[src/rtl/adder_seq32_ctrl_if.sv]
// Bundle of request, adder-side and result signals for the 32-bit sequenced adder front-end.
// The slave modport is the controller's view; master is the surrounding environment.
interface adder_seq32_ctrl_if;
  logic        in_valid;
  logic        in_ready;
  logic [31:0] in_a;
  logic [31:0] in_b;
  logic        in_cin;

  logic [15:0] add_a;
  logic [15:0] add_b;
  logic        add_cin;
  logic [15:0] add_s;
  logic        add_cout;

  logic        out_valid;
  logic        out_ready;
  logic [31:0] out_sum;
  logic        out_cout;
  logic        out_ovf;

  modport slave (
    input  in_valid,
    output in_ready,
    input  in_a,
    input  in_b,
    input  in_cin,
    output add_a,
    output add_b,
    output add_cin,
    input  add_s,
    input  add_cout,
    output out_valid,
    input  out_ready,
    output out_sum,
    output out_cout,
    output out_ovf
  );

  modport master (
    output in_valid,
    input  in_ready,
    output in_a,
    output in_b,
    output in_cin,
    input  add_a,
    input  add_b,
    input  add_cin,
    output add_s,
    output add_cout,
    input  out_valid,
    output out_ready,
    input  out_sum,
    input  out_cout,
    input  out_ovf
  );
endinterface

[src/rtl/adder_seq32_ctrl.sv]
// Runs a 32-bit add as two passes (low half, then high half) through one external 16-bit adder,
// chaining the mid carry and returning a registered sum with carry-out and signed overflow.
module adder_seq32_ctrl #(
  parameter int unsigned SETTLE_CYCLES = 1
) (
  input  logic               clk,
  input  logic               rst_n,
  adder_seq32_ctrl_if.slave  bus
);

  localparam logic [3:0] LastCnt = 4'(SETTLE_CYCLES - 1);

  typedef enum logic [1:0] {StIdle, StLo, StHi, StDone} state_e;

  state_e      state_q;
  logic [3:0]  cnt_q;
  logic [15:0] a_hi_q;
  logic [15:0] b_hi_q;
  logic        in_ready_q;
  logic [15:0] add_a_q;
  logic [15:0] add_b_q;
  logic        add_cin_q;
  logic        out_valid_q;
  logic [31:0] out_sum_q;
  logic        out_cout_q;
  logic        out_ovf_q;

  // Adder operands are registered and loaded one edge ahead of each pass, so they only ever
  // change on a phase boundary and read as zero whenever no pass is in flight.
  always_ff @(posedge clk or negedge rst_n) begin
    if (!rst_n) begin
      state_q     <= StIdle;
      cnt_q       <= '0;
      a_hi_q      <= '0;
      b_hi_q      <= '0;
      in_ready_q  <= 1'b1;
      add_a_q     <= '0;
      add_b_q     <= '0;
      add_cin_q   <= 1'b0;
      out_valid_q <= 1'b0;
      out_sum_q   <= '0;
      out_cout_q  <= 1'b0;
      out_ovf_q   <= 1'b0;
    end else begin
      unique case (state_q)
        StIdle: begin
          if (bus.in_valid) begin
            a_hi_q     <= bus.in_a[31:16];
            b_hi_q     <= bus.in_b[31:16];
            add_a_q    <= bus.in_a[15:0];
            add_b_q    <= bus.in_b[15:0];
            add_cin_q  <= bus.in_cin;
            cnt_q      <= '0;
            in_ready_q <= 1'b0;
            state_q    <= StLo;
          end
        end
        StLo: begin
          if (cnt_q == LastCnt) begin
            out_sum_q[15:0] <= bus.add_s;
            add_a_q         <= a_hi_q;
            add_b_q         <= b_hi_q;
            // The mid carry is held directly in the Cin register for the high pass.
            add_cin_q       <= bus.add_cout;
            cnt_q           <= '0;
            state_q         <= StHi;
          end else begin
            cnt_q <= cnt_q + 4'd1;
          end
        end
        StHi: begin
          if (cnt_q == LastCnt) begin
            out_sum_q[31:16] <= bus.add_s;
            out_cout_q       <= bus.add_cout;
            out_ovf_q        <= (a_hi_q[15] == b_hi_q[15]) && (bus.add_s[15] != a_hi_q[15]);
            add_a_q          <= '0;
            add_b_q          <= '0;
            add_cin_q        <= 1'b0;
            out_valid_q      <= 1'b1;
            cnt_q            <= '0;
            state_q          <= StDone;
          end else begin
            cnt_q <= cnt_q + 4'd1;
          end
        end
        StDone: begin
          if (bus.out_ready) begin
            out_valid_q <= 1'b0;
            in_ready_q  <= 1'b1;
            state_q     <= StIdle;
          end
        end
      endcase
    end
  end

  assign bus.in_ready  = in_ready_q;
  assign bus.add_a     = add_a_q;
  assign bus.add_b     = add_b_q;
  assign bus.add_cin   = add_cin_q;
  assign bus.out_valid = out_valid_q;
  assign bus.out_sum   = out_sum_q;
  assign bus.out_cout  = out_cout_q;
  assign bus.out_ovf   = out_ovf_q;

endmodule

[src/flat_wrapper.sv]
// flat-port wrapper written by rule: the top's interface ports become plain ports
module adder_seq32_ctrl_flat 
#(
  parameter int unsigned SETTLE_CYCLES = 1
)
  (clk, rst_n, bus_in_valid, bus_in_ready, bus_in_a, bus_in_b, bus_in_cin, bus_add_a, bus_add_b, bus_add_cin, bus_add_s, bus_add_cout, bus_out_valid, bus_out_ready, bus_out_sum, bus_out_cout, bus_out_ovf);
  adder_seq32_ctrl_if bus_i ();
  input  logic clk;
  input  logic rst_n;
  input wire logic [$bits(bus_i.in_valid)-1:0] bus_in_valid;
  output wire logic [$bits(bus_i.in_ready)-1:0] bus_in_ready;
  input wire logic [$bits(bus_i.in_a)-1:0] bus_in_a;
  input wire logic [$bits(bus_i.in_b)-1:0] bus_in_b;
  input wire logic [$bits(bus_i.in_cin)-1:0] bus_in_cin;
  output wire logic [$bits(bus_i.add_a)-1:0] bus_add_a;
  output wire logic [$bits(bus_i.add_b)-1:0] bus_add_b;
  output wire logic [$bits(bus_i.add_cin)-1:0] bus_add_cin;
  input wire logic [$bits(bus_i.add_s)-1:0] bus_add_s;
  input wire logic [$bits(bus_i.add_cout)-1:0] bus_add_cout;
  output wire logic [$bits(bus_i.out_valid)-1:0] bus_out_valid;
  input wire logic [$bits(bus_i.out_ready)-1:0] bus_out_ready;
  output wire logic [$bits(bus_i.out_sum)-1:0] bus_out_sum;
  output wire logic [$bits(bus_i.out_cout)-1:0] bus_out_cout;
  output wire logic [$bits(bus_i.out_ovf)-1:0] bus_out_ovf;
  assign bus_i.in_valid = bus_in_valid;
  assign bus_in_ready = bus_i.in_ready;
  assign bus_i.in_a = bus_in_a;
  assign bus_i.in_b = bus_in_b;
  assign bus_i.in_cin = bus_in_cin;
  assign bus_add_a = bus_i.add_a;
  assign bus_add_b = bus_i.add_b;
  assign bus_add_cin = bus_i.add_cin;
  assign bus_i.add_s = bus_add_s;
  assign bus_i.add_cout = bus_add_cout;
  assign bus_out_valid = bus_i.out_valid;
  assign bus_i.out_ready = bus_out_ready;
  assign bus_out_sum = bus_i.out_sum;
  assign bus_out_cout = bus_i.out_cout;
  assign bus_out_ovf = bus_i.out_ovf;
  adder_seq32_ctrl #(.SETTLE_CYCLES(SETTLE_CYCLES)) u_core (.clk(clk), .rst_n(rst_n), .bus(bus_i));
endmodule
[config.mk]
export PLATFORM = sky130hd
export DESIGN_NAME = adder_seq32_ctrl_flat
export DESIGN_NICKNAME = d
export VERILOG_FILES = /design/src/rtl/adder_seq32_ctrl_if.sv /design/src/rtl/adder_seq32_ctrl.sv /design/src/flat_wrapper.sv
export SDC_FILE = /design/constraint.sdc
export NUM_CORES = 1
export LEC_CHECK = 0
export CORE_MARGIN = 2
export CORE_UTILIZATION = 40
export CTS_CLUSTER_DIAMETER = 50
export DETAILED_ROUTE_END_ITERATION = 6
export PLACE_DENSITY = 0.71
export SLEW_MARGIN = 15
export SYNTH_ARGS = -nofsm -noshare
export SYNTH_HDL_FRONTEND = slang
export SYNTH_SLANG_ARGS = --single-unit
[constraint.sdc]
create_clock -name clk -period 3.5 [get_ports clk]
set_input_delay 0.7 -clock clk [delete_from_list [all_inputs] [get_ports clk]]
set_output_delay 0.7 -clock clk [all_outputs]
set_load 0.01 [all_outputs]
==> results.py <==
metrics = {
    "run_status": {
        "outcome": "complete, no violations",
    },
    "cells_and_area": {
        "antenna_cells_inserted": 0,
        "final_layout_size_suffix_gt1_share_pct": 27.9,
        "num-nets-final": 628,
        "layout.core_utilization_pct": 56.7,
        "fill_cells": 1043,
        "layout.cells.non_filler": 685,
        "area_growth_pct": 38.6,
    },
    "power": {
        "power.density_cell_area_nw_per_um2": 956,
        "power_leakage_nw": 2.81,
        "worst_ir_drop_vdd_uv": 533,
    },
    "detailed_routing": {
        "vias": 3381,
        "antenna_violating_nets_post_route": 0,
        "drt_iter0_drc": 142,
        "first_pass_iters": 4,
        "drc": 0,
        "routed_via_density": 4.94,
        "routed_wl_mm": 11.0,
        "avgRoutedWirePerCell_um": 16.1,
    },
    "die": {
        "fp.dieH_um": 115,
        "design.portCount": 155,
        "initial_core_util_pct": 40.9,
        "die-width_um": 115,
        "fp-row-count": 40,
        "design.core.area_um2": 12000,
        "die_ar_um2": 13200,
    },
    "setup_path": {
        "critical_path_peak_fanout": 20,
        "ff2ff_setup_slack_ps": 1190,
        "nature_of_the_critical_path_endpoint": "flop",
        "critical_path.reg2reg.startpoint": "u_core.cnt_q[0]",
        "rr_worst_depth": 5,
        "reg2reg_to": "u_core.bus.out_sum[23]",
        "path_class": "flop to flop",
        "worst_ep_arrival_time_ps": 2530,
        "critPathRequiredTime_ps": 3730,
        "setup.worst_path.start_class": "flop",
    },
    "clock_tree": {
        "hold_buffers": 0,
        "tritoncts": "built",
        "cts.reportedPaths.clkPinSlew_ps": 70,
        "clock_sink_count": 107,
        "cts-root-to-sink-buffers": 2,
        "cts_setup_buffers": 0,
        "cts.root.buffer_cell": "sky130_fd_sc_hd__clkbuf_16",
        "ctsResizeCount": 0,
        "clock_tree.htree_level_count": 3,
        "clock_insertion_delay_worst_skew_ps": 340,
        "tritoncts.num_buffers": 9,
    },
    "sta": {
        "layout_worst_path_cycle_share_pct": 65.9,
        "worst_pin_slew_ps": 939,
        "totalNegativeSetupSlack_ps": 0,
        "grt_setup_unrepaired": "false",
        "slew_headroom_pct": 37.4,
        "period_minus_slack_ps": 2310,
        "finalHoldWorstSlack_ps": 415,
        "final-setup-viol-count": 0,
        "hold_violations": 0,
        "fmax_ghz": 0.434,
        "fin_max_slew_vios": 0,
        "finalClockSkew_ps": 8.98,
    },
    "synthesis": {
        "synth_cells": 386,
        "ys_dominant_reg_cell": "sky130_fd_sc_hd__dfrtp_1",
        "synth.ff_latch_count": 107,
        "synth_area_leaders": "sky130_fd_sc_hd__dfrtp_1 (54%), sky130_fd_sc_hd__mux2_2 (13%), sky130_fd_sc_hd__o21ai_2 (5.9%)",
        "synth_top_cells_by_count": "sky130_fd_sc_hd__dfrtp_1 (106), sky130_fd_sc_hd__mux2_2 (57), sky130_fd_sc_hd__nor2b_1 (34)",
        "synth_warnings": 0,
        "yosysTopAreaCellShare_pct": 54.0,
        "synth_largest_area_cell": "sky130_fd_sc_hd__dfrtp_1",
        "async_reset_ff_share_pct": 100,
        "synth.cell_area_um2": 4910,
        "synthesis.nets": 480,
        "synth-edff-count": 0,
        "seq_area_frac_synth_pct": 54.5,
        "most_numerous_cell_in_the_yosys_netlist": "sky130_fd_sc_hd__dfrtp_1",
        "yosys.cell_types.count": 33,
        "synthesis.area_per_instance_um2": 12.7,
    },
    "global_routing": {
        "groute.usage.overall_pct": 17.2,
        "globalRouteOverflowTotal": 0,
        "grt_antenna_before_repair": 0,
        "grt_pass1_vias": 3600,
        "largest_net_degree_at_the_start_of_global_routing": 58,
        "grt_pass1_wl_mm": 17.7,
    },
    "flow_run": {
        "max-cap-violations": 0,
    },
    "hold_path": {
        "hold_class": "input pin to asynchronous set/reset pin",
    },
    "placement": {
        "globalplace.congestion": 0.751,
        "placedCellCount": 670,
        "io_buffer_count": 154,
        "dpl.hpwl_mm": 7.67,
    },
}
[flip-flops by register name, indices dropped and copies added (netlist names)]
signal	flops
u_core.bus.out_valid	1
u_core.bus.out_sum	32
u_core.bus.add_b	16
u_core.bus.out_cout	1
u_core.bus.in_ready	1
u_core.bus.out_ovf	1
u_core.state_q	2
u_core.cnt_q	4
u_core.a_hi_q	16
u_core.bus.add_a	16
u_core.bus.add_cin	1
u_core.b_hi_q	16
[report_power, final]
| group | internal, W | switching, W | leakage [nW] |
|---|---|---|---|
| sequential | 0.00183 | 0.000335 | 1.30 |
| combinational | 0.00170 | 0.00164 | 1.37 |
| clock | 0.000571 | 0.000436 | 0.142 |
| total | 0.00410 | 0.00241 | 2.81 |
[layout make-up]
type / instances / area, µm² / area share (%)
sequential: 107 / 2680 / 39.4
multi-input combinational: 251 / 2020 / 29.6
timing repair buffer: 161 / 1620 / 23.8
clock buffer: 11 / 243 / 3.57
tap: 147 / 184 / 2.70
clock inverter: 4 / 51.3 / 0.754
inverter: 4 / 15.0 / 0.221
[worst max-delay path, stage by stage (launching register included)]
cell and delay [ps]:
sky130_fd_sc_hd__dfrtp_1 420, sky130_fd_sc_hd__inv_1 70, sky130_fd_sc_hd__ha_1 150, sky130_fd_sc_hd__nor3b_2 320, sky130_fd_sc_hd__and2_1 800, sky130_fd_sc_hd__mux2_2 420
[metal layers]
metal	up-vias	GRT usage [%]	wire length [µm]	part of all wire, %
met5	-	0	0	0
met4	0	5.94	150	1.4
met3	9	5.17	731	6.6
met2	89	28.9	5380	49
met1	1649	21.3	4750	43
li1	1634	-	-	-
[metrics by stage]
stage	instance area (µm²)	setup slack [ps]	power (W)
final	6810	1190	0.00651
after global placement	6510	1240	0.00546
after global routing	6810	956	0.00697
after floorplan	4910	1820	0.00449
after detailed placement	6510	1170	0.00557
after CTS	6810	1150	0.00660
[kinds of logic after synthesis]
kind of cell	share of synthesized area (%)
AO/OA/AOI/OAI	11.7
adder cells (fa/ha/maj)	2.04
buffers and inverters	4.61
flip-flops	54.5
multiplexers	16.1
AND/OR/NAND/NOR	10.9
[worst max-delay path by stage]
stage | from | end
final | u_core.cnt_q[0] | u_core.bus.out_sum[23]
after global routing | u_core.cnt_q[0] | u_core.bus.out_sum[24]
after CTS | u_core.cnt_q[0] | u_core.bus.out_sum[28]
after detailed placement | u_core.cnt_q[0] | u_core.bus.out_sum[28]
after global placement | u_core.cnt_q[0] | u_core.bus.out_sum[23]
after floorplan | u_core.state_q[0] | u_core.bus.add_b[14]
[cells in the final DEF, fill, tap and decap left out]
cell and count:
sky130_fd_sc_hd__a21oi_1 16, sky130_fd_sc_hd__a31oi_1 22, sky130_fd_sc_hd__a32o_1 1, sky130_fd_sc_hd__a32oi_1 1, sky130_fd_sc_hd__and2_1 3, sky130_fd_sc_hd__buf_12 2, sky130_fd_sc_hd__buf_4 6, sky130_fd_sc_hd__bufinv_16 1
sky130_fd_sc_hd__clkbuf_1 1, sky130_fd_sc_hd__clkbuf_16 9, sky130_fd_sc_hd__clkbuf_8 1, sky130_fd_sc_hd__clkdlybuf4s50_1 153, sky130_fd_sc_hd__clkinv_2 1, sky130_fd_sc_hd__clkinv_4 1, sky130_fd_sc_hd__clkinvlp_4 1, sky130_fd_sc_hd__dfrtp_1 106
sky130_fd_sc_hd__dfstp_2 1, sky130_fd_sc_hd__ha_1 7, sky130_fd_sc_hd__ha_2 1, sky130_fd_sc_hd__inv_1 4, sky130_fd_sc_hd__mux2_2 57, sky130_fd_sc_hd__mux2_4 10, sky130_fd_sc_hd__nand2_1 21, sky130_fd_sc_hd__nand2_2 23
sky130_fd_sc_hd__nand2b_1 3, sky130_fd_sc_hd__nand3_1 1, sky130_fd_sc_hd__nor2_1 7, sky130_fd_sc_hd__nor2b_1 34, sky130_fd_sc_hd__nor3_1 1, sky130_fd_sc_hd__nor3b_2 1, sky130_fd_sc_hd__o211ai_1 1, sky130_fd_sc_hd__o211ai_4 1
sky130_fd_sc_hd__o21ai_0 3, sky130_fd_sc_hd__o21ai_2 33, sky130_fd_sc_hd__o2bb2ai_1 1, sky130_fd_sc_hd__o31ai_1 1, sky130_fd_sc_hd__or3_1 1, sky130_fd_sc_hd__or3b_2 1
Note: power is estimated with default switching activity, not from simulation.
